$ cat src/rtl/sum_accum_pkg.sv
// Shared types and default sizing for the sum_accum block and its interface.
// Counter width covers block lengths up to 65535 samples.
package sum_accum_pkg;

    localparam int IN_W_DEF  = 17;
    localparam int ACC_W_DEF = 24;
    localparam int COUNT_DEF = 16;
    localparam int CNT_W     = 16;

    typedef enum logic {
        ACCUM = 1'b0,
        HOLD  = 1'b1
    } state_t;

endpackage

$ cat src/rtl/sum_accum_if.sv
// Sample-in / total-out handshake bundle for sum_accum; valid/ready on both sides.
// slave = accumulator side, master = producer/consumer side.
interface sum_accum_if
    import sum_accum_pkg::*;
#(
    parameter int IN_W  = IN_W_DEF,
    parameter int ACC_W = ACC_W_DEF
) ();

    logic             in_valid;
    logic             in_ready;
    logic [IN_W-1:0]  in_data;
    logic             out_valid;
    logic             out_ready;
    logic [ACC_W-1:0] out_data;
    logic             out_ovf;

    modport slave (
        input  in_valid, in_data, out_ready,
        output in_ready, out_valid, out_data, out_ovf
    );

    modport master (
        output in_valid, in_data, out_ready,
        input  in_ready, out_valid, out_data, out_ovf
    );

endinterface

$ cat src/rtl/sum_accum_sat_add.sv
// Unsigned W-bit adder with carry-out; combinational, no backpressure.
// SUM_ACCUM_SAT_EN clamps the sum to all-ones on carry, otherwise it wraps.
module sat_add #(
    parameter int W = 24
) (
    input  logic [W-1:0] a,
    input  logic [W-1:0] b,
    output logic [W-1:0] sum,
    output logic         carry
);

    logic [W:0] full;

    assign full  = {1'b0, a} + {1'b0, b};
    assign carry = full[W];

`ifdef SUM_ACCUM_SAT_EN
    assign sum = carry ? {W{1'b1}} : full[W-1:0];
`else
    assign sum = full[W-1:0];
`endif

endmodule

$ cat src/rtl/sum_accum.sv
// Sums COUNT samples per block; total is valid one cycle after the last beat and held until taken.
// in_ready is low while a total waits; wrap or saturate chosen by SUM_ACCUM_SAT_EN.
module sum_accum
    import sum_accum_pkg::*;
#(
    parameter int IN_W  = IN_W_DEF,
    parameter int ACC_W = ACC_W_DEF,
    parameter int COUNT = COUNT_DEF
) (
    input  logic      clk,
    input  logic      rst_n,
    input  logic      clr,
    sum_accum_if.slave bus
);

    state_t             state_q, state_d;
    logic [ACC_W-1:0]   acc_q, acc_d;
    logic [CNT_W-1:0]   cnt_q, cnt_d;
    logic               ovf_q, ovf_d;
    logic               out_vld_q, out_vld_d;
    logic [ACC_W-1:0]   out_data_q, out_data_d;
    logic               out_ovf_q, out_ovf_d;

    logic [ACC_W-1:0]   in_ext;
    logic [ACC_W-1:0]   add_sum;
    logic               add_carry;
    logic               last_beat;

    assign in_ext    = ACC_W'(bus.in_data);
    assign last_beat = (cnt_q == CNT_W'(COUNT - 1));

    sat_add #(
        .W (ACC_W)
    ) u_sat_add (
        .a     (acc_q),
        .b     (in_ext),
        .sum   (add_sum),
        .carry (add_carry)
    );

    always_comb begin
        state_d    = state_q;
        acc_d      = acc_q;
        cnt_d      = cnt_q;
        ovf_d      = ovf_q;
        out_vld_d  = out_vld_q;
        out_data_d = out_data_q;
        out_ovf_d  = out_ovf_q;

        // clr wins over any beat or output handshake on the same edge
        if (clr) begin
            state_d   = ACCUM;
            acc_d     = '0;
            cnt_d     = '0;
            ovf_d     = 1'b0;
            out_vld_d = 1'b0;
        end else begin
            case (state_q)
                ACCUM: begin
                    if (bus.in_valid) begin
                        acc_d = add_sum;
                        cnt_d = cnt_q + 1'b1;
                        ovf_d = ovf_q | add_carry;
                        if (last_beat) begin
                            out_data_d = add_sum;
                            out_ovf_d  = ovf_q | add_carry;
                            out_vld_d  = 1'b1;
                            state_d    = HOLD;
                        end
                    end
                end
                HOLD: begin
                    if (bus.out_ready) begin
                        out_vld_d = 1'b0;
                        acc_d     = '0;
                        cnt_d     = '0;
                        ovf_d     = 1'b0;
                        state_d   = ACCUM;
                    end
                end
                default: state_d = ACCUM;
            endcase
        end
    end

    always_ff @(posedge clk or negedge rst_n) begin
        if (!rst_n) begin
            state_q    <= ACCUM;
            acc_q      <= '0;
            cnt_q      <= '0;
            ovf_q      <= 1'b0;
            out_vld_q  <= 1'b0;
            out_data_q <= '0;
            out_ovf_q  <= 1'b0;
        end else begin
            state_q    <= state_d;
            acc_q      <= acc_d;
            cnt_q      <= cnt_d;
            ovf_q      <= ovf_d;
            out_vld_q  <= out_vld_d;
            out_data_q <= out_data_d;
            out_ovf_q  <= out_ovf_d;
        end
    end

    assign bus.in_ready  = (state_q == ACCUM);
    assign bus.out_valid = out_vld_q;
    assign bus.out_data  = out_data_q;
    assign bus.out_ovf   = out_ovf_q;

endmodule
$ cat src/flat_wrapper.sv
// flat-port wrapper written by rule: the top's interface ports become plain ports
module sum_accum_flat import sum_accum_pkg::*;
#(
    parameter int IN_W  = IN_W_DEF,
    parameter int ACC_W = ACC_W_DEF,
    parameter int COUNT = COUNT_DEF
)
  (clk, rst_n, clr, bus_in_valid, bus_in_data, bus_out_ready, bus_in_ready, bus_out_valid, bus_out_data, bus_out_ovf);
  sum_accum_if #(.IN_W(IN_W), .ACC_W(ACC_W)) bus_i ();
  input  logic clk;
  input  logic rst_n;
  input  logic clr;
  input wire logic [$bits(bus_i.in_valid)-1:0] bus_in_valid;
  input wire logic [$bits(bus_i.in_data)-1:0] bus_in_data;
  input wire logic [$bits(bus_i.out_ready)-1:0] bus_out_ready;
  output wire logic [$bits(bus_i.in_ready)-1:0] bus_in_ready;
  output wire logic [$bits(bus_i.out_valid)-1:0] bus_out_valid;
  output wire logic [$bits(bus_i.out_data)-1:0] bus_out_data;
  output wire logic [$bits(bus_i.out_ovf)-1:0] bus_out_ovf;
  assign bus_i.in_valid = bus_in_valid;
  assign bus_i.in_data = bus_in_data;
  assign bus_i.out_ready = bus_out_ready;
  assign bus_in_ready = bus_i.in_ready;
  assign bus_out_valid = bus_i.out_valid;
  assign bus_out_data = bus_i.out_data;
  assign bus_out_ovf = bus_i.out_ovf;
  sum_accum #(.IN_W(IN_W), .ACC_W(ACC_W), .COUNT(COUNT)) u_core (.clk(clk), .rst_n(rst_n), .clr(clr), .bus(bus_i));
endmodule
$ cat config.mk
export PLATFORM = sky130hd
export DESIGN_NAME = sum_accum_flat
export DESIGN_NICKNAME = d
export VERILOG_FILES = /design/src/rtl/sum_accum_pkg.sv /design/src/rtl/sum_accum_if.sv /design/src/rtl/sum_accum_sat_add.sv /design/src/rtl/sum_accum.sv /design/src/flat_wrapper.sv
export SDC_FILE = /design/constraint.sdc
export NUM_CORES = 1
export LEC_CHECK = 0
export BUFFER_PORTS_ARGS = -buffer_cell sky130_fd_sc_hd__buf_2
export CAP_MARGIN = 0
export CORE_ASPECT_RATIO = 1.4
export CORE_MARGIN = 8
export CORE_UTILIZATION = 40
export CTS_CLUSTER_SIZE = 8
export DETAILED_ROUTE_END_ITERATION = 6
export GPL_TIMING_DRIVEN = 0
export PLACE_DENSITY = 0.63
export REMOVE_ABC_BUFFERS = 1
export SETUP_SLACK_MARGIN = 0.1
export SYNTH_ARGS = -nofsm -noshare
export SYNTH_HDL_FRONTEND = slang
export SYNTH_SLANG_ARGS = --single-unit
$ cat constraint.sdc
create_clock -name clk -period 2.38 [get_ports clk]
set_clock_uncertainty 0.15 [all_clocks]
set_input_delay 0.119 -clock clk [delete_from_list [all_inputs] [get_ports clk]]
set_output_delay 0.119 -clock clk [all_outputs]
set_load 0.03 [all_outputs]
After elaboration in Yosys (flattened, before gate mapping):

Cells that the tools add are included.

* add/subtract/negate cells: 2
* eq/ne operators: 4
* mux-type cells: 21
* bitwise gates (word level): 3
* reduce and logical (&&, ||, !) cells: 3

Operators by type and width (count)
* $mux 24: 3
* $mux 16: 3
* $pmux 24 s2: 1
* $pmux 16 s2: 1
* $add 24x17->25: 1
* $add 16x1->16 const B: 1
* $eq 16x4->1 const B: 1
* $mux 1: 10
* $ne 3x3->1 const B: 2
* $pmux 1 s2: 3
* $reduce_and 4->1: 1
* $ne 3x2->1 const B: 1
* $reduce_and 3->1: 1
* $not 1->1: 2
* $reduce_and 2->1: 1
* $or 1x1->1: 1

* flip-flop bits (word level): 68
* input port bits: 22
* output and inout port bits: 27
* word-level logic and storage cells: 40

Logic depth before layout (Yosys ltp):

* word-level depth: 5
* gate-level depth with buffers: 9
* depth with buffers taken out: 9

By module:

Synthesis repeated with hierarchy kept, for this count alone.

* cell total of the unflattened synthesis: 380
* area total of the unflattened synthesis: 4021.4 um^2

Modules (own cells, without submodules)
* sum_accum: times used 1, cells an instance 213, area an instance 2767.7 um^2, seq. area each 1701.6 um^2
* sat_add: times used 1, cells an instance 167, area an instance 1253.7 um^2, seq. area each 0.0 um^2

Worst setup path after synthesis:

No wires, ideal clock.

* kind: flip-flop to flip-flop
* start: reg u_core.acc_q[0]
* end: reg u_core.acc_q[20]
* setup time: 87 ps
* data arrival time: 2199 ps
* required time: 2143 ps
* slack: -55 ps
* cell stages (with the launch flop): 10
* path buffers: 0
* clock period less this slack: 2435 ps
* cell sequence: dfrtp_1 > ha_1 > inv_1 > fa_1 > nand2b_1 > a21oi_2 > o21ai_1 > a211o_1 > a2111o_1 > o211ai_1

* cells in the longest elaborated chain, start to end: 4

Ends and longest elaborated chain
* start: declaration: RTL line sum_accum.sv:17 `logic [ACC_W-1:0] acc_q, acc_d;`
* start signal: assignment: RTL line sum_accum.sv:89 `acc_q <= '0;`
* start signal: assignment: RTL line sum_accum.sv:97 `acc_q <= acc_d;`
* $add 24x17->25: RTL line sum_accum_sat_add.sv:14 `assign full = {1'b0, a} + {1'b0, b};`
* $mux 24: RTL line sum_accum.sv:60 `if (bus.in_valid) begin`
* $pmux 24 s2: RTL line sum_accum.sv:58 `case (state_q)`
* $mux 24: RTL line sum_accum.sv:51 `if (clr) begin`

No other way between the ends. The select of a mux whose other input is x is not followed.
A chain may end at the register's enable or synchronous reset.

Worst setup path after layout:

Ends and elaborated chain as after synthesis.

==> metrics.txt <==
outcome finished, violations left; failing checks setup timing; CP max FO 6; FF/Latch Area between 1500 and 2000 sq um; initial antenna violation count 0; Cell variety after synth 54; RSZ-0062 raised after global routing true; CTS H-tree lvls 3; DP HPWL 7490 microns; sequential area share after synthesis a little over two fifths; fillers approximately 910; Fin. Hold Viols 0; crit-path leading delay family compound AO/OA/AOI/OAI gates; port bufs 48; Yosys warnings 0; WL per Instance roughly 18 microns; hold crit path type input pin to register; Startpoint Class register; Worst R2R End u_core.acc_q[20]; GR Layer Usage met2 a little under 30%; CTS clk-pin slew, worst paths approximately 0.060 ns; P_leak about 0.0024 uW; CP required 2.49 ns; Antenna Cells 0; Crit. path cell count 9; Die ar. roughly 14000 sq um; drt drc 0; via density per instance between 5 and 6; HP Start bus_in_data[0]; Async S/R FF share, synth 100%; GRT busiest layer met2; PnR worst setup slack -0.0657 ns; Int Power between 2000 and 2500 uW; ranking of synthesized cells by area dfrtp_1 42%, ha_1 5.6%, nand2_1 4.7%, nor2_1 3.2%, xnor2_1 3.2%; drt first pass iters 4; I/O pins 49; Final GP Congestion 0.901; Synth Area per Inst between 9 and 10 sq um; Comb pwr share around a quarter; slowest cell on the critical path a2111o_1; clock power share ~39%; CP Class register to register; setup violators final 4; Worst R2R Path Depth 9; switching share of power a little under a third; Synth Cell Area a little over 4000 sq um; Die Y between 100 and 150 microns; CP bufs+invs 1; commonest non-fill, non-tap cell in the layout dfrtp_1; fmax 409 MHz; EDFF count, synth 0; Layout area overhead 32.5%; CP cell instances ha_2 > inv_2 > fa_2 > nand2b_4 > a21oi_4 > o21ai_2 > a211o_1 > a2111o_1 > o211ai_1; most frequent cells in the layout 68 x dfrtp_1, 48 x nand2_1, 47 x buf_2, 32 x nor2_1, 22 x buf_4; nets@finish around 540; Slowest Stage Delay on Critical Path 0.39 ns; Multi-input gate area 2670 sq um; Syn Inst Count 430; Clock Latency Late Sink between 0.3 and 0.4 ns; met1 GRT Util approximately 18%; number of global-route vias before repair between 3k and 4k; P per Cell Area between 600 and 700 nW/um^2; worst hold margin 0.00209 ns; Pwr Total roughly 3600 uW; chip width 101 microns; Synth Flop Type dfrtp_1; Max Root-Sink Buffers 2; Tcrit/Tclk final 103%; area leader, netlist dfrtp_1; met3 Use GR 4.53%; r2r startpoint u_core.acc_q[0]; GRT overflow 0; Max-cap violations 0; hold endpoint u_core.bus.out_data[0]; Slew Viols, Final 0; via count about 3.6k; core region area between 9000 and 10000 sq um; CP arrival around 2.6 ns; Worst R2R Setup Slack -0.07 ns; DRT iter0 DRCs approximately 180; routed wire length around 11000 microns; Rows 43; initial core utilization between 40% and 50%; CTS tree done; CTS Buf Count 9; worst hold path stage count 4; Total GRT Usage between 10% and 20%; largest net degree at the start of global routing between 60 and 70; ANT nets after route 0; Rel. slew slack a little over two fifths; Final min period between 2 and 2.5 ns; Worst VDD drop around 0.46 mV; area fraction of the dominant cell type after synthesis between 40% and 50%; clk root buf clkbuf_16; global-route wire length before repair 18000 microns; share of cells above drive strength 1 approximately a third; Seq cells post-synth slightly below 70; Sink Count 68; Critical Path End Type register; Worst Tran Pin Value a little under 0.9 ns; Switch Pwr between 1000 and 1500 uW; Flop pwr share approximately a third
power groups by stage:
stage	combinational, uW	clock [uW]	sequential [uW]
3_3_place_gp	632	0	1260
6_report	935	1400	1260
4_1_cts	781	1410	1250
3_5_place_dp	651	0	1260
2_1_floorplan	481	0	1250
5_1_grt	1020	1460	1260
layer usage:
layer | vias to the layer above | routed length (microns) | part of all wire [%]
met5 | - | 0 | 0
met3 | 23 | 452 | 4.0
met1 | 1738 | 4480 | 40
li1 | 1717 | - | -
met4 | 0 | 345 | 3.1
met2 | 72 | 5900 | 53
cells in the mapped netlist (all sizes together) (2+ instances only):
master / n
dfrtp: 68
nand2: 51
nor2: 35
a21oi: 26
o21ai: 22
ha: 18
xnor2: 15
nand4: 14
inv: 13
a22o: 12
xor2: 12
a211o: 10
buf: 10
clkbuf: 10
nand3: 9
a21o: 8
and3: 8
mux2: 8
nand2b: 7
nor4: 7
nor3: 6
o2111ai: 6
a31oi: 5
o21a: 5
o31ai: 5
mux2i: 4
o211ai: 4
or3: 4
or2: 3
a2111o: 2
a32o: 2
and2: 2
nor2b: 2
o22ai: 2
o311ai: 2
or4: 2
through the flow:
stage / setup WS, ns / util [%] / instances / cell area, sq um / setup TNS [ns]
2_1_floorplan: -0.509 / - / 410 / 3960 / -3.73
3_3_place_gp: -1.88 / 44.2 / 593 / 4370 / -50.54
3_5_place_dp: -0.520 / 44.6 / 595 / 4410 / -6.41
4_1_cts: -0.0188 / 51.0 / 622 / 5050 / -0.0207
5_1_grt: -0.189 / 54.2 / 636 / 5370 / -1.09
6_report: -0.0657 / 54.2 / 636 / 5370 / -0.198
cell families (layout without fill, tap and decap cells):
family | Yosys count | count (layout) | share of synthesized area (%)
simple gates | 152 | 152 | 18.2
compound gates | 119 | 119 | 21.3
flops | 68 | 68 | 42.0
buf+inv | 33 | 104 | 3.34
xor+xnor | 27 | 27 | 5.84
fa+ha+maj | 19 | 19 | 6.06
mux | 12 | 12 | 3.21
registers in the layout, indices dropped and copies added (netlist names):
signal and cells:
u_core.acc_q 24, u_core.bus.out_data 24, u_core.cnt_q 16, u_core.bus.out_ovf 1
u_core.bus.out_valid 1, u_core.ovf_q 1, u_core.state_q 1
worst max path at each step:
stage	startpoint	endpoint	slack [ns]
floorplan	u_core.state_q	u_core.bus.out_data[23]	-0.51
global placement	u_core.state_q	u_core.bus.out_data[23]	-1.88
detailed placement	u_core.state_q	u_core.bus.out_data[23]	-0.52
CTS	u_core.acc_q[0]	u_core.acc_q[20]	-0.02
global route	u_core.acc_q[0]	u_core.acc_q[20]	-0.19
finish	u_core.acc_q[0]	u_core.acc_q[20]	-0.07
tightest hold or removal path, stage by stage:
cell and delay, ns:
buf_2 0.08, ha_2 0.14, nand2_1 0.05, nand2_1 0.06
layout make-up:
class                   count  area share, %
clock buffers              11           4.71
clock inverters             5           1.10
inverters                  13          0.909
multi-input cells         329           49.7
flip-flops and latches     68           31.7
well taps                 135           3.15
repair buffers             75           8.79
repair_timing:
action	in CTS	in global routing
resized for setup	49	39
setup buffers	8	14
pin swaps	18	28
setup endpoints to repair	44	37
hold buffers	3	0
hold endpoints to repair	69	0
(Power assumes the default switching activity.)
